## src/rtl/instruction_fetch.sv

```systemverilog
// Fetch stage: owns the PC, drives the ROM address and fills the IF/ID register.
// Define FETCH_BTFN_PREDICT_EN to predict backward conditional branches as taken.
module instruction_fetch #(
    parameter logic [31:0] RESET_PC = 32'h0000_0000,
    parameter logic [31:0] NOP_INST = 32'h0000_0013
) (
    input  logic        clk,
    input  logic        rst,
    input  logic        stall,
    input  logic        redirect,
    input  logic [31:0] redirect_pc,
    output logic [31:0] rom_addr,
    input  logic [31:0] rom_data,
    output logic [31:0] if_pc,
    output logic [31:0] if_inst,
    output logic        if_valid,
    output logic        if_pred_taken
);

    logic [31:0] pc;
    logic [31:0] next_pc;
    logic        pred;
    logic        if_valid_q;
    logic        flush_q;

`ifdef FETCH_BTFN_PREDICT_EN
    logic        is_branch;
    logic [31:0] b_imm;

    always_comb begin
        is_branch = (rom_data[6:0] == 7'b1100011);
        b_imm     = {{19{rom_data[31]}}, rom_data[31], rom_data[7], rom_data[30:25],
                     rom_data[11:8], 1'b0};
        // Backward (negative offset) branches are assumed to be loop back-edges.
        pred      = is_branch && b_imm[12];
        next_pc   = pred ? (pc + b_imm) : (pc + 32'd4);
    end
`else
    always_comb begin
        pred    = 1'b0;
        next_pc = pc + 32'd4;
    end
`endif

    always_ff @(posedge clk) begin
        if (rst) begin
            pc            <= RESET_PC;
            if_pc         <= 32'h0000_0000;
            if_inst       <= NOP_INST;
            if_valid_q    <= 1'b0;
            if_pred_taken <= 1'b0;
            flush_q       <= 1'b0;
        end else if (redirect) begin
            // The word fetched this cycle is on the wrong path: replace it with a bubble.
            pc            <= {redirect_pc[31:2], 2'b00};
            if_pc         <= pc;
            if_inst       <= NOP_INST;
            if_valid_q    <= 1'b0;
            if_pred_taken <= 1'b0;
            flush_q       <= 1'b1;
        end else if (!stall) begin
            pc            <= next_pc;
            if_pc         <= pc;
            if_inst       <= rom_data;
            if_valid_q    <= 1'b1;
            if_pred_taken <= pred;
            flush_q       <= 1'b0;
        end
    end

    assign rom_addr = pc;
    assign if_valid = if_valid_q & ~flush_q;

endmodule

```

## config.mk

```make
export PLATFORM = sky130hd
export DESIGN_NAME = instruction_fetch
export DESIGN_NICKNAME = d
export VERILOG_FILES = /design/src/rtl/instruction_fetch.sv
export SDC_FILE = /design/constraint.sdc
export NUM_CORES = 1
export LEC_CHECK = 0
export CAP_MARGIN = 25
export CORE_MARGIN = 3
export CORE_UTILIZATION = 40
export CTS_CLUSTER_SIZE = 14
export DETAILED_ROUTE_END_ITERATION = 7
export PLACE_DENSITY = 0.77
export SLEW_MARGIN = 0
export SYNTH_ARGS = -nofsm -noshare
export SYNTH_HDL_FRONTEND = slang
export SYNTH_SLANG_ARGS = --single-unit
```

## constraint.sdc

```tcl
create_clock -name clk -period 2.3 [get_ports clk]
set_clock_uncertainty 0.2 [all_clocks]
set_input_delay 0.23 -clock clk [delete_from_list [all_inputs] [get_ports clk]]
set_output_delay 0.23 -clock clk [all_outputs]
set_load 0.05 [all_outputs]
```

==> results.ini <==
[global_routing]
grt_usage = 0.219
grt_pass1_vias = 4135
grt_remaining_overflow = 0
antenna_found_initial = 0
grt_first_pass_wirelength_um = 20600
grt_max_degree = 47

[yosys]
synth_area_leader_cell = dfxtp_1
syn_avg_cell_area_um2 = 8.57
synth.area.top_cells = dfxtp_1 44%, mux2i_1 7.8%, nand2_1 7.3%
synth_mux_area_frac = 0.0780
yosysTopAreaCellShare = 0.444
synthCells = 494
yosysSeqAreaShare = 0.444
synthesis.area_um2 = 4230
yosys_register_bits = 94
synth_fa_ha_area_frac = 0.00296
synth_edf_count = 0
synthXorXnorAreaFrac = 0.0207
synthArstFlopShare = 0
synth_compound_area_frac = 0.132
yosys_most_used_dff = dfxtp_1
yosys_warnings = 0
yosysUniqueCellTypes = 55
synth-simple-area-share = 0.258
synth_top_family_by_area = simple AND/OR/NAND/NOR gates

[floorplan]
ioPinCount = 166
rows = 36
initial_core_util = 0.422
die_y_um = 109
die_area_um2 = 11900
core_area_um2 = 10000
die-width_um = 109

[detailed_routing]
postRouteAntennaNets = 0
wl_met1_um = 5430
drt_iter0_drc = 175
vias = 4194
routedWlPerCell_um = 16.6
wirelength_um = 13100
avgViaCountPerCell = 5.30
wl_met2_um = 6300
dr_wl_met3_um = 1190
firstDrtPassIters = 4
drc = 0
highest_layer = met4

[clock_tree]
htree_levels = 3
clk_path_buf_depth = 2
clk_pin_slew_ns = 0.09
cts_sinks = 94
clock_latency_ns = 0.36
root_buffer = clkbuf_8
cts_tree = done
cts-buffers-inserted = 9
cts_resized = 0

[place]
post-dp-hpwl_um = 9700
dp_cells = 774
gp_congestion = 0.844
placed_area_um2 = 6020
portBuffers = 158

[power_and_ir_drop]
peakVddDrop_mv = 0.329
power_density_nw_per_um2 = 609
leakage_nw = 2.32

[layout]
design_area_um2 = 6230
drive_gt1_frac = 0.111
layout_common_cells = 156 x clkdlybuf4s50_1, 82 x nand2_1, 74 x dfxtp_1
fin_cells = 791
fillers = 864
diodes = 0
area_delta_synth_final_pct = 47.1
mostFrequentLayoutCell = clkdlybuf4s50_1
finalNetCount = 722

[timing]
rsz0062_at_grt = false
fmax_mhz = 440
tightestPinTransition_ns = 0.565
finalHoldViolCount = 0
tns_ns = 0
timing.hold.ws_ns = 0.133
slew_headroom = 0.620
fin_crit_ns = 2.27
setup_viol = 0
finalMaxSlewViolations = 0
min_period_over_period = 0.987

[setup_path]
startpoint_type = flip-flop
cp_max_fo = 8
endpoint_kind = flip-flop
cp.required_ns = 2.36
crit_type = reg2reg
cp.arrival_ns = 2.33

[run]
cap_violations = 0

[run_status]
outcome = finished clean

[worst_hold_path]
hold_class = in2reg

==> repair_timing <==
action,CTS,global route
setup endpoints to repair,0,0
hold buffers,1,0
hold endpoints to repair,5,0
buffers inserted,0,0
==> per-stage QoR <==
step                      utilization  setup WS [ns]  power (mW)
after floorplan                     -        0.00325        2.37
after global placement          0.599          0.222        2.69
after detailed placement        0.599         0.0619        2.71
after CTS                       0.620         0.0651        3.83
after global routing            0.620        0.00361        3.96
final                           0.620         0.0294        3.80
==> critical path, stage by stage, from the launching register on <==
cell and delay (ns):
dfxtp_2 0.42, nand4_1 0.12, or4_4 0.61, or4_1 0.53, a311oi_1 0.29
==> power by group <==
part	internal [mW]	total, mW	switching [mW]
clock network	0.536	1.13	0.590
logic	0.343	0.864	0.521
registers	1.71	1.81	0.0956
total	2.59	3.80	1.21
==> registers in the layout (all words and copies together), names as in the netlist <==
name	cells
if_valid_q	1
if_inst	32
flush_q	1
if_pc	30
rom_addr	30
==> per-layer routing <==
| layer | global-route usage | up-vias |
|---|---|---|
| met4 | 0.0784 | 0 |
| met2 | 0.369 | 169 |
| li1 | - | 2054 |
| met3 | 0.0746 | 19 |
| met5 | 0 | - |
| met1 | 0.258 | 1952 |
==> cells by family (layout without fill, tap and decap cells) <==
kind of cell / count (synthesis) / after routing
flip-flops: 94 / 94
AO/OA/AOI/OAI: 82 / 82
adder cells (fa/ha/maj): 1 / 1
AND/OR/NAND/NOR: 222 / 222
XOR/XNOR: 10 / 10
buffers and inverters: 51 / 211
multiplexers: 33 / 33
other: 1 / 5
==> Yosys cell counts, types with 2 or more instances <==
cell type,number
dfxtp_1,94
nand2_1,82
nor2_1,57
a21oi_1,36
mux2i_1,33
clkbuf_1,23
nand3_1,16
nand4_1,10
a211oi_1,8
a311oi_1,8
buf_4,8
xnor2_1,8
and3_1,7
inv_1,7
nor3_1,7
nor4_1,6
or4_1,6
and4_1,5
o21ai_0,5
o31ai_1,5
a2111oi_0,4
buf_6,4
nand4b_1,4
o2111a_1,3
o211a_1,3
o211ai_1,3
or3_1,3
a311o_1,2
and2_1,2
and4_2,2
buf_1,2
buf_2,2
clkbuf_2,2
nand2b_1,2
nand3b_1,2
nor2b_1,2
nor4b_1,2
xor2_1,2
==> path summary, 6_finish.rpt <==
path,start,endpoint,slack [ns],cells after the start
min,stall,if_valid_q,0.13,3
max,rom_addr[20],rom_addr[25],0.03,4
min reg2reg,if_pc[9],if_pc[9],0.25,2
max reg2reg,rom_addr[20],rom_addr[25],0.03,4
==> layout make-up <==
type                            count  area (um2)  share of cell area
Timing Repair Buffer              187        1800               0.290
Tap cell                          133         166              0.0267
Multi-Input combinational cell    353        2100               0.338
Sequential cell                    94        1930               0.309
Clock inverter                      5        57.6             0.00924
Inverter                            8        30.0             0.00482
Clock buffer                       11         141              0.0227
No activity file was read; power rests on OpenSTA's default activity.
